## src/rtl/st7789_pkg.sv

```systemverilog
// rtl/st7789_pkg.sv - ST7789 receiver opcodes, FSM states, pixel formats and colour helpers
package st7789_pkg;

  localparam logic [7:0] OP_SWRESET = 8'h01;
  localparam logic [7:0] OP_CASET   = 8'h2A;
  localparam logic [7:0] OP_RASET   = 8'h2B;
  localparam logic [7:0] OP_RAMWR   = 8'h2C;
  localparam logic [7:0] OP_COLMOD  = 8'h3A;

  typedef enum logic [2:0] {
    ST_IDLE,
    ST_CASET,
    ST_RASET,
    ST_RAMWR,
    ST_SKIP,
    ST_COLMOD
  } rx_state_e;

  typedef enum logic {
    FMT_RGB565,
    FMT_RGB666
  } pix_fmt_e;

  // Replicate MSBs into the vacated LSBs so full-scale input maps to 0xFF.
  function automatic logic [7:0] expand5(input logic [4:0] c);
    return {c, c[4:2]};
  endfunction

  function automatic logic [7:0] expand6(input logic [5:0] c);
    return {c, c[5:4]};
  endfunction

endpackage

```

## src/rtl/st7789_spi_deserializer.sv

```systemverilog
// rtl/st7789_spi_deserializer.sv - oversampling SPI byte receiver with synchronized panel reset
module st7789_spi_deserializer (
  input  logic       clk,
  input  logic       resetn,
  input  logic       lcd_rst,
  input  logic       lcd_sck,
  input  logic       lcd_sda,
  input  logic       lcd_dc,
  output logic       panel_rstn,
  output logic [7:0] byte_tdata,
  output logic       byte_dc,
  output logic       byte_tvalid
);

  logic [2:0] sck_sync_q, sck_sync_d;
  logic [1:0] sda_sync_q, sda_sync_d;
  logic [1:0] dc_sync_q, dc_sync_d;
  logic [1:0] rst_sync_q, rst_sync_d;
  logic [7:0] shift_q, shift_d;
  logic [2:0] bit_cnt_q, bit_cnt_d;
  logic [7:0] byte_q, byte_d;
  logic       dc_q, dc_d;
  logic       valid_q, valid_d;
  logic       sck_rise;

  // SDA/DC second stages line up with the SCK stage that flags the rise.
  assign sck_rise = sck_sync_q[1] & ~sck_sync_q[2];

  always_comb begin
    sck_sync_d = {sck_sync_q[1:0], lcd_sck};
    sda_sync_d = {sda_sync_q[0], lcd_sda};
    dc_sync_d  = {dc_sync_q[0], lcd_dc};
    rst_sync_d = {rst_sync_q[0], lcd_rst};
    shift_d    = shift_q;
    bit_cnt_d  = bit_cnt_q;
    byte_d     = byte_q;
    dc_d       = dc_q;
    valid_d    = 1'b0;
    if (!rst_sync_q[1]) begin
      shift_d   = 8'h00;
      bit_cnt_d = 3'd0;
    end else if (sck_rise) begin
      shift_d   = {shift_q[6:0], sda_sync_q[1]};
      bit_cnt_d = bit_cnt_q + 3'd1;
      if (bit_cnt_q == 3'd7) begin
        byte_d  = shift_d;
        dc_d    = dc_sync_q[1];
        valid_d = 1'b1;
      end
    end
  end

  always_ff @(posedge clk) begin
    if (!resetn) begin
      sck_sync_q <= '0;
      sda_sync_q <= '0;
      dc_sync_q  <= '0;
      rst_sync_q <= '0;
      shift_q    <= '0;
      bit_cnt_q  <= '0;
      byte_q     <= '0;
      dc_q       <= 1'b0;
      valid_q    <= 1'b0;
    end else begin
      sck_sync_q <= sck_sync_d;
      sda_sync_q <= sda_sync_d;
      dc_sync_q  <= dc_sync_d;
      rst_sync_q <= rst_sync_d;
      shift_q    <= shift_d;
      bit_cnt_q  <= bit_cnt_d;
      byte_q     <= byte_d;
      dc_q       <= dc_d;
      valid_q    <= valid_d;
    end
  end

  assign panel_rstn  = rst_sync_q[1];
  assign byte_tdata  = byte_q;
  assign byte_dc     = dc_q;
  assign byte_tvalid = valid_q;

endmodule

```

## src/rtl/st7789_receiver.sv

```systemverilog
// rtl/st7789_receiver.sv - ST7789 display model: command decode, window walk, RGB expansion to RAM writes
// Define ST7789_RX_COLMOD_EN to decode COLMOD and accept RGB666 pixels.
module st7789_receiver
  import st7789_pkg::*;
#(
  parameter int X_LIMIT = 240,
  parameter int Y_LIMIT = 240,
  localparam int AW = $clog2(X_LIMIT) + $clog2(Y_LIMIT)
) (
  input  logic          CLK,
  input  logic          RESET,
  input  logic          LCD_RST,
  input  logic          LCD_SCK,
  input  logic          LCD_SDA,
  input  logic          LCD_DC,
  output logic [AW-1:0] WRITE_RAM_ADDRESS,
  output logic [7:0]    WRITE_RAM_COLOR_R,
  output logic [7:0]    WRITE_RAM_COLOR_G,
  output logic [7:0]    WRITE_RAM_COLOR_B,
  output logic          WRITE_RAM,
  output logic          FRAME_DONE,
  output logic          CMD_VALID,
  output logic [7:0]    CMD_BYTE
);

  localparam logic [15:0] X_LIM = 16'(X_LIMIT);
  localparam logic [15:0] Y_LIM = 16'(Y_LIMIT);
  localparam logic [15:0] X_MAX = 16'(X_LIMIT - 1);
  localparam logic [15:0] Y_MAX = 16'(Y_LIMIT - 1);

  logic       panel_rstn;
  logic [7:0] rx_byte;
  logic       rx_dc;
  logic       rx_valid;

  st7789_spi_deserializer u_deser (
    .clk         (CLK),
    .resetn      (RESET),
    .lcd_rst     (LCD_RST),
    .lcd_sck     (LCD_SCK),
    .lcd_sda     (LCD_SDA),
    .lcd_dc      (LCD_DC),
    .panel_rstn  (panel_rstn),
    .byte_tdata  (rx_byte),
    .byte_dc     (rx_dc),
    .byte_tvalid (rx_valid)
  );

  rx_state_e     state_q, state_d;
  logic [2:0]    param_idx_q, param_idx_d;
  logic [15:0]   x_start_q, x_start_d, x_end_q, x_end_d;
  logic [15:0]   y_start_q, y_start_d, y_end_q, y_end_d;
  logic [15:0]   x_q, x_d, y_q, y_d;
  logic [1:0]    phase_q, phase_d;
  logic [7:0]    pix0_q, pix0_d;
`ifdef ST7789_RX_COLMOD_EN
  logic [7:0]    pix1_q, pix1_d;
  pix_fmt_e      fmt_q, fmt_d;
`endif
  logic [AW-1:0] addr_q, addr_d;
  logic [7:0]    r_q, r_d, g_q, g_d, b_q, b_d;
  logic          write_q, write_d;
  logic          frame_done_q, frame_done_d;
  logic          cmd_valid_q, cmd_valid_d;
  logic [7:0]    cmd_byte_q, cmd_byte_d;

  logic [1:0]    last_phase;
  logic [7:0]    col_r, col_g, col_b;
  logic          in_range;

  // The incoming byte closes the pixel, so colours read it directly.
  always_comb begin
    last_phase = 2'd1;
    col_r      = expand5(pix0_q[7:3]);
    col_g      = expand6({pix0_q[2:0], rx_byte[7:5]});
    col_b      = expand5(rx_byte[4:0]);
`ifdef ST7789_RX_COLMOD_EN
    if (fmt_q == FMT_RGB666) begin
      last_phase = 2'd2;
      col_r      = expand6(pix0_q[7:2]);
      col_g      = expand6(pix1_q[7:2]);
      col_b      = expand6(rx_byte[7:2]);
    end
`endif
  end

  assign in_range = (x_q < X_LIM) && (y_q < Y_LIM);

  always_comb begin
    state_d      = state_q;
    param_idx_d  = param_idx_q;
    x_start_d    = x_start_q;
    x_end_d      = x_end_q;
    y_start_d    = y_start_q;
    y_end_d      = y_end_q;
    x_d          = x_q;
    y_d          = y_q;
    phase_d      = phase_q;
    pix0_d       = pix0_q;
`ifdef ST7789_RX_COLMOD_EN
    pix1_d       = pix1_q;
    fmt_d        = fmt_q;
`endif
    addr_d       = addr_q;
    r_d          = r_q;
    g_d          = g_q;
    b_d          = b_q;
    write_d      = 1'b0;
    frame_done_d = 1'b0;
    cmd_valid_d  = 1'b0;
    cmd_byte_d   = cmd_byte_q;
    if (rx_valid && !rx_dc) begin
      cmd_byte_d  = rx_byte;
      cmd_valid_d = 1'b1;
      param_idx_d = 3'd0;
      case (rx_byte)
        OP_SWRESET: begin
          state_d   = ST_IDLE;
          x_start_d = 16'd0;
          x_end_d   = X_MAX;
          y_start_d = 16'd0;
          y_end_d   = Y_MAX;
        end
        OP_CASET: state_d = ST_CASET;
        OP_RASET: state_d = ST_RASET;
        OP_RAMWR: begin
          state_d = ST_RAMWR;
          x_d     = x_start_q;
          y_d     = y_start_q;
          phase_d = 2'd0;
        end
`ifdef ST7789_RX_COLMOD_EN
        OP_COLMOD: state_d = ST_COLMOD;
`endif
        default: state_d = ST_SKIP;
      endcase
    end else if (rx_valid) begin
      case (state_q)
        ST_CASET, ST_RASET: begin
          // Big-endian start then end; bytes past the fourth are dropped.
          if (param_idx_q != 3'd4) param_idx_d = param_idx_q + 3'd1;
          if (state_q == ST_CASET) begin
            case (param_idx_q)
              3'd0: x_start_d[15:8] = rx_byte;
              3'd1: x_start_d[7:0]  = rx_byte;
              3'd2: x_end_d[15:8]   = rx_byte;
              3'd3: x_end_d[7:0]    = rx_byte;
              default: ;
            endcase
          end else begin
            case (param_idx_q)
              3'd0: y_start_d[15:8] = rx_byte;
              3'd1: y_start_d[7:0]  = rx_byte;
              3'd2: y_end_d[15:8]   = rx_byte;
              3'd3: y_end_d[7:0]    = rx_byte;
              default: ;
            endcase
          end
        end
        ST_RAMWR: begin
          if (phase_q == last_phase) begin
            phase_d = 2'd0;
            if (in_range) begin
              write_d = 1'b1;
              addr_d  = AW'(32'(y_q) * 32'(X_LIMIT) + 32'(x_q));
              r_d     = col_r;
              g_d     = col_g;
              b_d     = col_b;
            end
            if (x_q == x_end_q) begin
              x_d = x_start_q;
              if (y_q == y_end_q) begin
                y_d          = y_start_q;
                frame_done_d = 1'b1;
              end else begin
                y_d = y_q + 16'd1;
              end
            end else begin
              x_d = x_q + 16'd1;
            end
          end else begin
            phase_d = phase_q + 2'd1;
            if (phase_q == 2'd0) pix0_d = rx_byte;
`ifdef ST7789_RX_COLMOD_EN
            else pix1_d = rx_byte;
`endif
          end
        end
`ifdef ST7789_RX_COLMOD_EN
        ST_COLMOD: begin
          if (param_idx_q == 3'd0) begin
            fmt_d       = (rx_byte[2:0] == 3'b110) ? FMT_RGB666 : FMT_RGB565;
            param_idx_d = 3'd1;
          end
        end
`endif
        default: ;
      endcase
    end
  end

  always_ff @(posedge CLK) begin
    if (!RESET || !panel_rstn) begin
      state_q      <= ST_IDLE;
      param_idx_q  <= 3'd0;
      x_start_q    <= 16'd0;
      x_end_q      <= X_MAX;
      y_start_q    <= 16'd0;
      y_end_q      <= Y_MAX;
      x_q          <= 16'd0;
      y_q          <= 16'd0;
      phase_q      <= 2'd0;
      pix0_q       <= 8'h00;
`ifdef ST7789_RX_COLMOD_EN
      pix1_q       <= 8'h00;
      fmt_q        <= FMT_RGB565;
`endif
      addr_q       <= '0;
      r_q          <= 8'h00;
      g_q          <= 8'h00;
      b_q          <= 8'h00;
      write_q      <= 1'b0;
      frame_done_q <= 1'b0;
      cmd_valid_q  <= 1'b0;
      cmd_byte_q   <= 8'h00;
    end else begin
      state_q      <= state_d;
      param_idx_q  <= param_idx_d;
      x_start_q    <= x_start_d;
      x_end_q      <= x_end_d;
      y_start_q    <= y_start_d;
      y_end_q      <= y_end_d;
      x_q          <= x_d;
      y_q          <= y_d;
      phase_q      <= phase_d;
      pix0_q       <= pix0_d;
`ifdef ST7789_RX_COLMOD_EN
      pix1_q       <= pix1_d;
      fmt_q        <= fmt_d;
`endif
      addr_q       <= addr_d;
      r_q          <= r_d;
      g_q          <= g_d;
      b_q          <= b_d;
      write_q      <= write_d;
      frame_done_q <= frame_done_d;
      cmd_valid_q  <= cmd_valid_d;
      cmd_byte_q   <= cmd_byte_d;
    end
  end

  assign WRITE_RAM_ADDRESS = addr_q;
  assign WRITE_RAM_COLOR_R = r_q;
  assign WRITE_RAM_COLOR_G = g_q;
  assign WRITE_RAM_COLOR_B = b_q;
  assign WRITE_RAM         = write_q;
  assign FRAME_DONE        = frame_done_q;
  assign CMD_VALID         = cmd_valid_q;
  assign CMD_BYTE          = cmd_byte_q;

endmodule
```

## config.mk

```make
export PLATFORM = sky130hd
export DESIGN_NAME = st7789_receiver
export DESIGN_NICKNAME = d
export VERILOG_FILES = /design/src/rtl/st7789_pkg.sv /design/src/rtl/st7789_spi_deserializer.sv /design/src/rtl/st7789_receiver.sv
export SDC_FILE = /design/constraint.sdc
export NUM_CORES = 1
export LEC_CHECK = 0
export CAP_MARGIN = 20
export CORE_MARGIN = 8
export CORE_UTILIZATION = 30
export CTS_CLUSTER_DIAMETER = 40
export DETAILED_ROUTE_END_ITERATION = 6
export SLEW_MARGIN = 30
export SYNTH_ARGS = -nofsm -noshare
export SYNTH_HDL_FRONTEND = slang
export SYNTH_HIERARCHICAL = 1
export SYNTH_SLANG_ARGS = --single-unit
export TNS_END_PERCENT = 50
```

## constraint.sdc

```tcl
create_clock -name CLK -period 5.8 [get_ports CLK]
set_input_delay 1.74 -clock CLK [delete_from_list [all_inputs] [get_ports CLK]]
set_output_delay 1.74 -clock CLK [all_outputs]
set_load 0.1 [all_outputs]
```

Word level (Yosys, flattened, before mapping)

Index checks and enable logic that the tools add are counted.

Register bits: 192
Input port bits: 6
Output and inout port bits: 51

Add/subtract/negate cells: 6
Multiply operators: 1
$lt $le $gt $ge: 2
Equality and inequality tests: 18
Mux-type cells: 45
Bitwise logic cells: 7
Reduce and logical (&&, ||, !) cells: 39

Operator list:

| kind                                                        | number |
|---|---|
| 2-to-1 mux 16 bit                                           | 31 |
| AND reduction 5 bit                                         | 11 |
| adder 16 x 1 -> 16 bit, second input constant               | 2 |
| == test 16 bit                                              | 2 |
| less-than comparator 16 x 8 -> 1 bit, second input constant | 2 |
| 2-to-1 mux 8 bit                                            | 4 |
| == test 8 x 6 -> 1 bit, second input constant               | 3 |
| nonzero test 2 bit                                          | 10 |
| adder 16 bit                                                | 1 |
| multiplier 16 x 4 -> 12 bit, second input constant          | 1 |
| == test 3 x 2 -> 1 bit, second input constant               | 4 |
| one-hot mux 3 bit (4 select lines)                          | 1 |
| AND reduction 3 bit                                         | 4 |
| 2-to-1 mux 2 bit                                            | 5 |
| == test 8 x 1 -> 1 bit, second input constant               | 1 |
| adder 3 x 1 -> 3 bit, second input constant                 | 2 |
| == test 3 x 1 -> 1 bit, second input constant               | 2 |
| NOT 1 bit                                                   | 6 |
| OR reduction 6 bit                                          | 1 |
| OR reduction 5 bit                                          | 1 |
| 2-to-1 mux 1 bit                                            | 4 |
| inequality test 2 x 1 -> 1 bit, second input constant       | 2 |
| AND reduction 4 bit                                         | 1 |
| OR reduction 2 bit                                          | 2 |
| other kinds (12)                                            | 15 |

Longest topological paths before layout

Gate-level depths: netlist of run 1.

Depth in word-level cells: 7
Depth in mapped cells: 20
Gate-level depth less buffers: 20

By module

The synthesis of run 1 kept the hierarchy.

Modules (own cells, without submodules):

| module                  | instances | cells each | area each (µm²) | sequential area each (µm²) |
|---|---|---|---|---|
| st7789_receiver         | 1         | 1,005      | 8,552.0         | 3,103.0 |
| st7789_spi_deserializer | 1         | 108        | 1,038.5         | 580.6 |

Worst setup path after synthesis of run 1

OpenSTA, ideal clock, no wires.

Kind: register to register
From: register y_q[3]
To: register addr_q[15], in the netlist WRITE_RAM_ADDRESS[15]
Library setup time: 0.086 ns
Arrival time: 4.031 ns
Data required time: 5.714 ns
Path slack: 1.684 ns
Stages on the path, launching flop included: 21
Period minus slack after synthesis: 4.116 ns
Path through: dfxtp_1 -> inv_1 -> fa_1 -> fa_1 -> inv_1 -> ha_1 -> nor2b_1 -> o21ai_0 -> nand2b_1 -> a21o_1 -> nand2_1 -> nor2b_1 -> xnor2_1 -> ha_1 -> a21oi_1 -> o21ai_0 -> a21oi_1 -> o221ai_1 -> xnor2_1 -> xnor2_1 -> a211oi_1

Cells in the longest elaborated chain, start to end: 3

RTL lines:

| item                                                                | RTL line               | text |
|---|---|---|
| from (decl)                                                         | st7789_receiver.sv:53  | `logic [15:0] x_q, x_d, y_q, y_d;` |
| from (signal assigned)                                              | st7789_receiver.sv:234 | `y_q <= y_d;` |
| branches (longest 3 deep; another with multiplier 16 x 4 -> 12 bit) | n/a                    |  |
| to (signal assigned)                                                | st7789_receiver.sv:241 | `addr_q <= addr_d;` |
| to (decl)                                                           | st7789_receiver.sv:60  | `logic [AW-1:0] addr_q, addr_d;` |

Parallel ways; which one is timed is not known.
A chain may end at the register's enable or synchronous reset.

Worst setup path in the final report of run 1

Same ends and word-level chain as after synthesis.

==> flow_summary.toml, run 1 <==
[status]
status = "finished, final reports clean"

[timing]
drv_slew = 0
tightest_slew_ns = 1.01
setup-tns-final_ns = 0
relSlewSlack = 0.328
period_minus_slack_ns = 4.55
whs_ns = 0.433
fmax_mhz = 220
skew_ns = 0.0137
period_share = 0.784
setup_viol_count_final = 0
hold_viol_final = 0
rsz0062_at_grt = "false"

[grt]
grt_pass1_wl_microns = 40200
grt_max_degree = 46
antenna_found_initial = 0
grt_pass1_vias = 7329
overflow = 0
grtUsageTotal = 0.130

[layout]
drive_above_1_share = 0.0743
nNetsFinal = 1180
layout_common_cells = "dfxtp_1, nand2_1, nor2_1, a21oi_1, mux2i_1"
num-fill-cells = 3243
diodes = 0
final_common_cell = "dfxtp_1"
syn_to_final_growth_pct = 13.9
fin_util = 0.346

[synth]
synth_flop_cell = "dfxtp_1"
async_flop_share = 0
synth_area_leaders = "dfxtp_1, mux2i_1, nand2_1"
synth_edf_count = 0
post_synth_num_cell_types = 67
ys_ff_latch = 184
synth_nets = 1176
synth_top_area_frac = 0.384
synth.avg_cell_area_sq_um = 8.62
yosysSeqAreaShare = 0.384
yosysWarnings = 6
synth_area_leader_cell = "dfxtp_1"
netlist_area_sq_um = 9590
synthCells = 1113

[die]
coreArea_sq_um = 31600
boundaryPins = 57
die_area_sq_um = 37900
fp.dieW_microns = 195
chipHeight_microns = 195
std_cell_rows = 65
initial_utilization = 0.304

[pwr]
p_leak_nw = 4.12
ir_drop_mv = 0.210
cellPowerDensity_nw_per_um2 = 228

[job]
maxCapViolCount = 0

[worst_setup_path]
critPathLaunchType = "flip-flop"
end_kind = "flip-flop"
path_common_cell = "xnor2_1"
r2r_end = "WRITE_RAM_ADDRESS[15]"
arrival_ns = 4.90
worst-setup-path-type = "reg -> reg"
worst-path-buf-inv = 2
regToRegSetupSlack_ns = 1.25
critical-path-top-delay-family = "adder cells"
worst_path_largest_cell_delay_ns = 0.51
worst-path-max-fanout = 6
crit_chain = "inv_1 > fa_1 > fa_1 > inv_1 > ha_1 > nor2b_1 > o21ai_0 > nand2b_1 > a21o_1 > nand2_1 > nor2b_1 > xnor2_1 > ha_1 > a21oi_1 > o21ai_0 > a21oi_1 > o221ai_1 > xnor2_1 > xnor2_1 > a211oi_1"
reg2regPathDepth = 20
rr_startpoint = "y_q[3]"
crit_path_top_delay_cell = "fa_1"
crit_required_ns = 6.15

[drt]
wl_per_cell_microns = 16.0
first_pass_iters = 5
routed_via_density = 4.98
routed_wl_microns = 24500
vias = 7633
antenna_left = 0
drc = 0
drt_iter0_drc = 457

[min_path]
hold_path.class = "reg -> reg"
hp-start = "u_deser/sda_sync_q[0]"
hold_path_depth = 1
min_to = "u_deser/sda_sync_q[1]"

[clock_network]
cts_buffer_depth = 2
ctsResizeCount = 0
ctsHoldBuffers = 0
numCtsBuffers = 17
cts-root-buf = "clkbuf_16"
clkLatencyLatePin_ns = 0.44
tritoncts = "built"
cts.clk_slew.worst_paths_ns = 0.08
htreeDepth = 4
postCtsSetupRepairBufs = 0
cts_num_sinks = 184

[place]
gp_congestion = 0.872
dp_hpwl_microns = 17200
io_buffers = 56
==> Yosys cell counts (13+ instances only) <==
cell	count
ha_1	39
inv_1	41
o21ai_0	23
nand2_1	166
clkbuf_1	38
fa_1	18
nor4_1	19
nand4_1	13
dfxtp_1	184
a21oi_1	94
nand3_1	36
xnor2_1	39
xor2_1	19
mux2i_1	71
nor2_1	106
and2_1	17
a31oi_1	14
buf_2	25
==> worst max-delay path by stage <==
stage | from | endpoint | slack, ns | cells past startpoint
after floorplan | y_q[3] | WRITE_RAM_ADDRESS[15] | 1.68 | 20
after global placement | y_q[3] | WRITE_RAM_ADDRESS[15] | 1.39 | 20
after detailed placement | y_q[3] | WRITE_RAM_ADDRESS[15] | 1.29 | 20
after CTS | y_q[3] | WRITE_RAM_ADDRESS[15] | 1.26 | 20
after global routing | y_q[3] | WRITE_RAM_ADDRESS[15] | 0.86 | 20
final | y_q[3] | WRITE_RAM_ADDRESS[15] | 1.25 | 20
==> logic make-up (layout without fill, tap and decap cells) <==
| logic type | count (synthesis) | in the layout | synth area share |
|---|---|---|---|
| buffers and inverters | 123 | 140 | 0.0601 |
| adder cells (fa/ha/maj) | 57 | 57 | 0.0885 |
| XOR/XNOR | 58 | 58 | 0.0530 |
| multiplexers | 72 | 72 | 0.0753 |
| AND/OR/NAND/NOR | 416 | 416 | 0.207 |
| flip-flops | 184 | 184 | 0.384 |
| AO/OA/AOI/OAI | 203 | 203 | 0.132 |
==> flip-flops by register name (all words and copies together) (netlist names), 16 cells and up <==
register           cells
y_end_q               16
y_q                   16
x_end_q               16
y_start_q             16
WRITE_RAM_ADDRESS     16
x_q                   16
x_start_q             16
==> cell type report <==
type,count,area (sq um),share of cell area
clock inverter,15,180,0.0165
inverter,42,158,0.0144
clock buffer,17,425,0.0389
tap,402,503,0.0460
sequential,184,3680,0.337
multi-input combinational,806,5340,0.489
timing repair buffer,66,636,0.0582
==> per-layer routing <==
metal | GRT usage | vias up | part of all wire
li1 | - | 3801 | -
met5 | 0 | - | 0
met2 | 0.205 | 163 | 0.45
met3 | 0.0276 | 22 | 0.050
met1 | 0.178 | 3647 | 0.49
met4 | 0.0334 | 0 | 0.012
==> stage by stage <==
step	setup slack, ns	power (mW)	area [sq um]	cells
after CTS	1.26	2.51	10900	1532
final	1.25	2.49	10900	1532
after detailed placement	1.29	1.32	10300	1500
after floorplan	1.68	1.31	9590	1113
after global placement	1.39	1.32	10300	1500
after global routing	0.862	2.58	10900	1532
==> where the power goes <==
group | total [mW] | switching (mW) | internal [mW]
registers | 1.27 | 0.00141 | 1.26
clock network | 1.20 | 0.584 | 0.620
logic | 0.0232 | 0.0163 | 0.00692
total | 2.49 | 0.602 | 1.89
Note: power is estimated with default switching activity, not from simulation.
==> inputs of run 2 (changes only) <==
==> constraint.sdc (replaced) <==
create_clock -name CLK -period 4.7 [get_ports CLK]
set_input_delay 1.41 -clock CLK [delete_from_list [all_inputs] [get_ports CLK]]
set_output_delay 1.41 -clock CLK [all_outputs]
set_load 0.1 [all_outputs]
==> run 2 against run 1 <==
Clock skew decreased by 0.0025 ns. Sequential cell count unchanged. Non-clock buffer count increased by 2. Maximum frequency increased by 4.6%. Worst setup slack got worse by 0.90 ns. Core utilization about the same. First-iteration DRC count increased by 7.0%. Via count increased by 0.75%. Critical path depth unchanged. Highest routed layer unchanged. Sequential share of layout area increased by 0.058 points. Largest cell class unchanged.
==> flow_summary.toml, run 2 (same netlist as run 1, synthesis figures left out) <==
[timing]
relSlewSlack = 0.316
setup-tns-final_ns = 0
skew_ns = 0.0112
rsz0062_at_grt = "false"
fmax_mhz = 230
tightest_slew_ns = 1.02
period_minus_slack_ns = 4.34
setup_viol_count_final = 0
whs_ns = 0.436
period_share = 0.924
hold_viol_final = 0
drv_slew = 0

[worst_setup_path]
crit_path_top_delay_cell = "fa_1"
crit_start = "y_q[1]"
path_common_cell = "xnor2_1"
arrival_ns = 4.69
crit_required_ns = 5.05
rr_startpoint = "y_q[1]"
critPathLaunchType = "flip-flop"
worst-path-max-fanout = 6
worst-setup-path-type = "reg -> reg"
crit_chain = "inv_1 > fa_1 > fa_1 > inv_1 > ha_1 > nor2b_1 > o21ai_0 > nand2b_1 > a21o_1 > nand2_1 > nor2b_1 > xnor2_1 > ha_1 > a21oi_1 > o21ai_0 > a21oi_1 > o221ai_1 > xnor2_1 > xnor2_1 > a211oi_1"
end_kind = "flip-flop"
regToRegSetupSlack_ns = 0.36
worst_path_largest_cell_delay_ns = 0.51

[place]
gp_congestion = 0.819
io_buffers = 56
dp_hpwl_microns = 17300

[grt]
grt_max_degree = 80
overflow = 0
grtUsageTotal = 0.130
antenna_found_initial = 0
grt_use_met1 = 0.171
met3_usage = 0.0290
grt_util_met2 = 0.212
grt_pass1_vias = 7444
grt-busiest-layer = "met2"
grt_pass1_wl_microns = 40300

[die]
chipHeight_microns = 195
die_area_sq_um = 37900
std_cell_rows = 65
initial_utilization = 0.304
coreArea_sq_um = 31600
boundaryPins = 57
fp.dieW_microns = 195

[clock_network]
postCtsSetupRepairBufs = 0
cts_buffer_depth = 2
cts_num_sinks = 184
numCtsBuffers = 17
ctsHoldBuffers = 0
cts-root-buf = "clkbuf_16"
clkLatencyLatePin_ns = 0.44
htreeDepth = 4
tritoncts = "built"
cts.clk_slew.worst_paths_ns = 0.07

[job]
maxCapViolCount = 0

[layout]
num-fill-cells = 3263
nNetsFinal = 1182
diodes = 0
drive_above_1_share = 0.0778
final_common_cell = "dfxtp_1"
layout_common_cells = "dfxtp_1, nand2_1, nor2_1, a21oi_1, mux2i_1"
syn_to_final_growth_pct = 13.8
fin_util = 0.346

[drt]
first_pass_iters = 5
routed_wl_microns = 24600
antenna_left = 0
drc = 0
routed_via_density = 5.02
wl_per_cell_microns = 16.0
vias = 7690
drt_iter0_drc = 489

[min_path]
hold_path.class = "reg -> reg"
hp-start = "u_deser/dc_sync_q[0]"

[pwr]
p_leak_nw = 4.11
cellPowerDensity_nw_per_um2 = 273
ir_drop_mv = 0.238

[status]
status = "finished, final reports clean"
## run 2: cell type report
cell class,instances,area (sq um),area share
inverters,42,158,0.0144
clock buffers,17,425,0.0390
flip-flops and latches,184,3690,0.338
repair buffers,68,663,0.0608
multi-input cells,806,5340,0.489
clock inverters,14,139,0.0127
well taps,402,503,0.0461
## run 2: final timing paths
path,endpoint,cells past startpoint
max,WRITE_RAM_ADDRESS[15],20
min,u_deser/dc_sync_q[1],1
max reg2reg,WRITE_RAM_ADDRESS[15],20
min reg2reg,u_deser/dc_sync_q[1],1
## run 2: through the flow
step | cells | setup slack, ns | total power, mW | area (sq um)
after floorplan | 1113 | 0.584 | 1.62 | 9590
after global placement | 1502 | 0.282 | 1.63 | 10300
after detailed placement | 1502 | 0.181 | 1.63 | 10300
after CTS | 1533 | 0.168 | 3.01 | 10900
after global routing | 1533 | 0.0107 | 3.08 | 10900
final | 1533 | 0.355 | 2.98 | 10900
## run 2: what timing repair did
item                                   in CTS  in global routing
resized for setup                           0                  3
endpoints found under the hold margin       0                  0
setup endpoints to repair                   0                  2
## run 2: critical path, delay by kind of cell, from the launching register on
| kind | cells | cell delay, ns |
|---|---|---|
| xor+xnor | 3 | 0.44 |
| fa+ha+maj | 4 | 1.64 |
| compound gates | 7 | 1.18 |
| simple gates | 4 | 0.47 |
| flops | 1 | 0.41 |
| buf+inv | 2 | 0.12 |
## run 2: metal layers
metal / vias up / wire length [microns]
li1: 3804 / -
met1: 3678 / 11700
met2: 183 / 11200
met3: 25 / 1310
met4: 0 / 341
met5: - / 0
## run 2: where the power goes
part | internal, mW | total, mW | switching, mW
Combinational | 0.00859 | 0.0282 | 0.0196
Sequential | 1.56 | 1.56 | 0.00190
Clock | 0.700 | 1.39 | 0.687
Total | 2.27 | 2.98 | 0.708
==> inputs of run 3 (changes only) <==
--- a/config.mk
+++ b/config.mk
@@ -6,7 +6,7 @@
 export NUM_CORES = 1
 export LEC_CHECK = 0
 export CAP_MARGIN = 20
-export CORE_MARGIN = 8
+export CORE_ASPECT_RATIO = 2
 export CORE_UTILIZATION = 30
 export CTS_CLUSTER_DIAMETER = 40
 export DETAILED_ROUTE_END_ITERATION = 6
==> run 3 against run 2 <==
Register-to-register slack worse by 0.05 ns. Power is 1.0% higher. Critical path depth did not move. Global-route usage grew 3.4 points. Non-clock buffer count grew 1. Worst setup slack lost 0.054 ns. Hold slack got worse by 0.0029 ns. Critical endpoint unchanged. Largest cell class unchanged.
==> flow_summary.toml, run 3 (same netlist as run 1, synthesis figures left out) <==
[timing]
relSlewSlack = 0.311
period_share = 0.936
hold_viol_final = 0
skew_ns = 0.0118
setup_viol_count_final = 0
period_minus_slack_ns = 4.40
setup-tns-final_ns = 0
fmax_mhz = 227
tightest_slew_ns = 1.03
fin_ws_ns = 0.301
drv_slew = 0
rsz0062_at_grt = "false"

[grt]
grt_pass1_vias = 7746
grtUsageTotal = 0.165
grt_max_degree = 64
overflow = 0
antenna_found_initial = 1
grt_pass1_wl_microns = 40700

[worst_setup_path]
crit_path_top_delay_cell = "fa_1"
worst-path-buf-inv = 2
critPathLaunchType = "flip-flop"
worst-path-max-fanout = 5
regToRegSetupSlack_ns = 0.30
critical-path-top-delay-family = "adder cells"
crit_required_ns = 5.06
worst_path_largest_cell_delay_ns = 0.54
arrival_ns = 4.76
end_kind = "flip-flop"
crit_chain = "buf_4 > fa_1 > fa_1 > inv_1 > fa_1 > nor2b_1 > o21ai_1 > nand2b_1 > a21o_1 > nand2_1 > nor2b_1 > xnor2_1 > ha_1 > a21oi_1 > o21ai_0 > a21oi_1 > o221ai_1 > xnor2_1 > xnor2_1 > a211oi_1"
worst-setup-path-type = "reg -> reg"

[die]
fp.dieW_microns = 128
boundaryPins = 57
std_cell_rows = 92
chipHeight_microns = 255
initial_utilization = 0.304
coreArea_sq_um = 31500
die_area_sq_um = 32700

[drt]
first_pass_iters = 5
drc = 0
routed_wl_microns = 26000
wl_per_cell_microns = 16.7
vias = 7766
routed_via_density = 4.99
antenna_left = 0
drt_iter0_drc = 332

[layout]
num-fill-cells = 3314
drive_above_1_share = 0.0768
diodes = 0
multi_input_area_sq_um = 5340
nNetsFinal = 1183
layout_common_cells = "dfxtp_1, nand2_1, nor2_1, a21oi_1, mux2i_1"
final_common_cell = "dfxtp_1"
fin_util = 0.347
final_cells = 1556
syn_to_final_growth_pct = 14.1
seqCellArea_sq_um = 3690

[pwr]
ir_drop_mv = 0.314
cellPowerDensity_nw_per_um2 = 275
p_comb_frac = 0.009
p_int_mw = 2.32
p_sw_frac = 0.230
clkPwrFrac = 0.471
pwr-share-seq = 0.520
p_sw_uw = 692
p_leak_nw = 4.13

[job]
maxCapViolCount = 0

[status]
status = "finished, final reports clean"

[clock_network]
clkLatencyLatePin_ns = 0.46
tritoncts = "built"
cts-root-buf = "clkbuf_16"
htreeDepth = 4
cts_buffer_depth = 2
cts_num_sinks = 184
cts.clk_slew.worst_paths_ns = 0.07
ctsHoldBuffers = 0
numCtsBuffers = 17

[place]
dp.cells = 1524
io_buffers = 56
gp_congestion = 0.847
dp_hpwl_microns = 19600
pre_cts_slack_ns = 0.194

[min_path]
hold_path.class = "reg -> reg"
-- run 3: repair_timing --
item / in CTS / in global routing
buffers inserted: 0 / 0
gates resized for setup: 0 / 3
setup endpoints to repair: 0 / 2
-- run 3: final cells by class --
type                    count  area share
repair buffers             69      0.0597
inverters                  42      0.0144
multi-input cells         806       0.488
well taps                 423      0.0484
clock buffers              19      0.0396
flip-flops and latches    184       0.337
clock inverters            13      0.0127
-- run 3: per-layer routing --
metal / share of wire / wire length [microns] / up-vias / global-route usage
li1: - / - / 3794 / -
met1: 0.35 / 9220 / 3717 / 0.150
met2: 0.55 / 14400 / 179 / 0.321
met3: 0.030 / 767 / 76 / 0.0268
met4: 0.061 / 1590 / 0 / 0.119
met5: 0 / 0 / - / 0
-- run 3: path summary, 6_finish.rpt --
path | startpoint | to | cells past startpoint
setup / recovery | y_q[2] | WRITE_RAM_ADDRESS[15] | 20
hold / removal | u_deser/sck_sync_q[0] | u_deser/sck_sync_q[1] | 1
setup reg to reg | y_q[2] | WRITE_RAM_ADDRESS[15] | 20
hold reg to reg | u_deser/sck_sync_q[0] | u_deser/sck_sync_q[1] | 1
-- run 3: through the flow --
step	hold slack [ns]	power, mW	area [sq um]
after floorplan	0.412	1.62	9590
after global placement	0.414	1.63	10400
after detailed placement	0.422	1.63	10400
after CTS	0.439	3.03	10900
after global routing	0.447	3.10	10900
final	0.433	3.01	10900
-- run 3: power groups by stage --
| stage | Combinational [mW] | Sequential [mW] | Clock [mW] |
|---|---|---|---|
| 2_1_floorplan | 0.0191 | 1.60 | 0 |
| 3_3_place_gp | 0.0284 | 1.60 | 0 |
| 3_5_place_dp | 0.0284 | 1.60 | 0 |
| 4_1_cts | 0.0286 | 1.56 | 1.44 |
| 5_1_grt | 0.0309 | 1.56 | 1.51 |
| 6_report | 0.0280 | 1.56 | 1.42 |
-- run 3: worst reg2reg max path, cell delays in order (launching register included) --
cell,delay [ns]
dfxtp_1,0.32
buf_4,0.16
fa_1,0.49
fa_1,0.54
inv_1,0.06
fa_1,0.41
nor2b_1,0.13
o21ai_1,0.07
nand2b_1,0.11
a21o_1,0.12
nand2_1,0.06
nor2b_1,0.14
xnor2_1,0.14
ha_1,0.36
a21oi_1,0.20
o21ai_0,0.13
a21oi_1,0.20
o221ai_1,0.17
xnor2_1,0.21
xnor2_1,0.09
a211oi_1,0.19
==> patch, RTL diff (config.mk and constraints of run 2) <==
The option `ST7789_RX_COLMOD_EN` is turned on by a define.
--- a/src/rtl/st7789_receiver.sv
+++ b/src/rtl/st7789_receiver.sv
@@ -1,5 +1,7 @@
 // rtl/st7789_receiver.sv - ST7789 display model: command decode, window walk, RGB expansion to RAM writes
 // Define ST7789_RX_COLMOD_EN to decode COLMOD and accept RGB666 pixels.
+`define ST7789_RX_COLMOD_EN
+
 module st7789_receiver
   import st7789_pkg::*;
 #(
Formal check against the unedited RTL: same outputs for any inputs over 4 cycles, from zero or initial values and one cycle with RESET low; that may be too few to reach the edited logic, so the function may still have changed.
==> patch against run 2 <==
- clock skew is 0.0019 ns higher
- cell area up 7.7%
- via count increased by 7.2%
- non-clock buffer count down 3
- first-iteration DRC count fell by 4.3%
- sequential share of layout area fell by 0.16 points
- sequential cell count up 13
- maximum frequency rose by 1.0%
- worst setup slack better by 0.044 ns
- count of clock-buffer cells in the layout unchanged
- synthesized area grew 8.5%
- sequential power up 7%
- wire length grew 8.4%
- total power grew 7.3%
==> patch: results (changes against run 2) <==
stage;metric;value;unit;change
route;met2 wire length;11900;um;was 11200 um
route;1st-pass router iterations;6;;was 5
synthesis;Netlist cell types;76;;was 67
synthesis;Syn Nets;1255;;was 1176
placed_design;dpl cells;1626;;was 1502
setup_path;Setup crit end kind;register;;unchanged
final_layout;Seq. cell area;3950;um^2;was 3690 um^2
outcome;outcome;finished clean;;unchanged
synthesis;XOR/XNOR Fraction of Synth Area;4.63;%;was 5.30%
timing;worst hold-check slack;0.439;ns;was 0.436 ns
global_route;GR Util All Layers;13.0;%;about the same
synthesis;post-synthesis sequential area ratio;37.9;%;was 38.4%
global_route;GR Layer Usage met3;2.61;%;was 2.90%
placed_design;pre-CTS setup slack;0.316;ns;was 0.181 ns
global_route;met1 GRT Util;17.5;%;was 17.1%
setup_path;worst r2r path cells;17;;was 20
route;via count;8246;;was 7690
synthesis;Synth Area in Compound Gates;15.7;%;was 13.2%
cts;Clock Latency Late Sink;0.45;ns;
route;1st-iter DRT viols;468;;was 489
placed_design;dpl cell area;11100;um^2;was 10300 um^2
timing;clock skew;0.0131;ns;was 0.0112 ns
global_route;largest net degree at the start of global routing;69;;was 80
setup_path;CP startpoint;y_q[2]$_SDFFE_PP0P_;;was y_q[1]$_SDFFE_PP0P_
placed_design;routability cong.;0.821;;was 0.819
final_layout;share of cells above drive strength 1;7.98;%;was 7.78%
synthesis;Mapped Cells;1191;;was 1113
route;WL met1;13100;um;was 11700 um
setup_path;CP Max Fanout;7;;was 6
pwr;maximum vdd drop;0.277;mV;was 0.238 mV
route;Via-to-Cell Ratio;4.97;;was 5.02
synthesis;dominant cells by area after synthesis;dfxtp_1 38%, mux2i_1 7.7%, nand2_1 5.6%, ha_1 4.8%, nor2_1 4.7%;;was dfxtp_1 38%, mux2i_1 7.4%, nand2_1 6.5%, ha_1 5.1%, a21oi_1 4.9%
pwr;Leak;4.20;nW;was 4.11 nW
timing;final setup margin;0.399;ns;was 0.355 ns
hold_path;Min-Delay Endpoint;u_deser/sck_sync_q[1]$_SDFF_PN0_;;was u_deser/dc_sync_q[1]$_SDFF_PN0_
global_route;vias in the first global route;8068;;was 7444
global_route;first-pass GRT wire length;43600;um;was 40300 um
hold_path;worst hold start;u_deser/sck_sync_q[0]$_SDFF_PN0_;;was u_deser/dc_sync_q[0]$_SDFF_PN0_
setup_path;CP arrival;4.62;ns;was 4.69 ns
synthesis;post-synthesis mux area share;7.80;%;was 7.53%
route;average wire per standard cell;16.1;um;was 16.0 um
==> patch: cell types whose count changed in the layout (fill, tap and decap cells not counted), sizes merged, moves of 7 or more <==
cell / run 2 / this run
nor4: 21 / 11
and2: 18 / 27
mux2i: 71 / 80
xnor2: 39 / 32
and3: 2 / 10
nand2: 166 / 156
dfxtp: 184 / 197
a31oi: 14 / 4
o21ai: 35 / 70
nand3: 41 / 24
nor2: 113 / 136
a211oi: 6 / 17
==> patch: cell type report <==
class,count,area share [%]
inverter,38,1.21
clock buffer,17,3.62
sequential,197,33.6
timing repair buffer,65,5.45
multi-input combinational,871,49.8
clock inverter,15,1.48
tap,455,4.84
==> patch: where the power goes <==
| group | leakage [nW] | internal [mW] | switching [mW] |
|---|---|---|---|
| sequential | 1.59 | 1.67 | 0.00185 |
| clock | 0.285 | 0.721 | 0.772 |
| combinational | 2.33 | 0.00876 | 0.0209 |
| total | 4.20 | 2.40 | 0.795 |
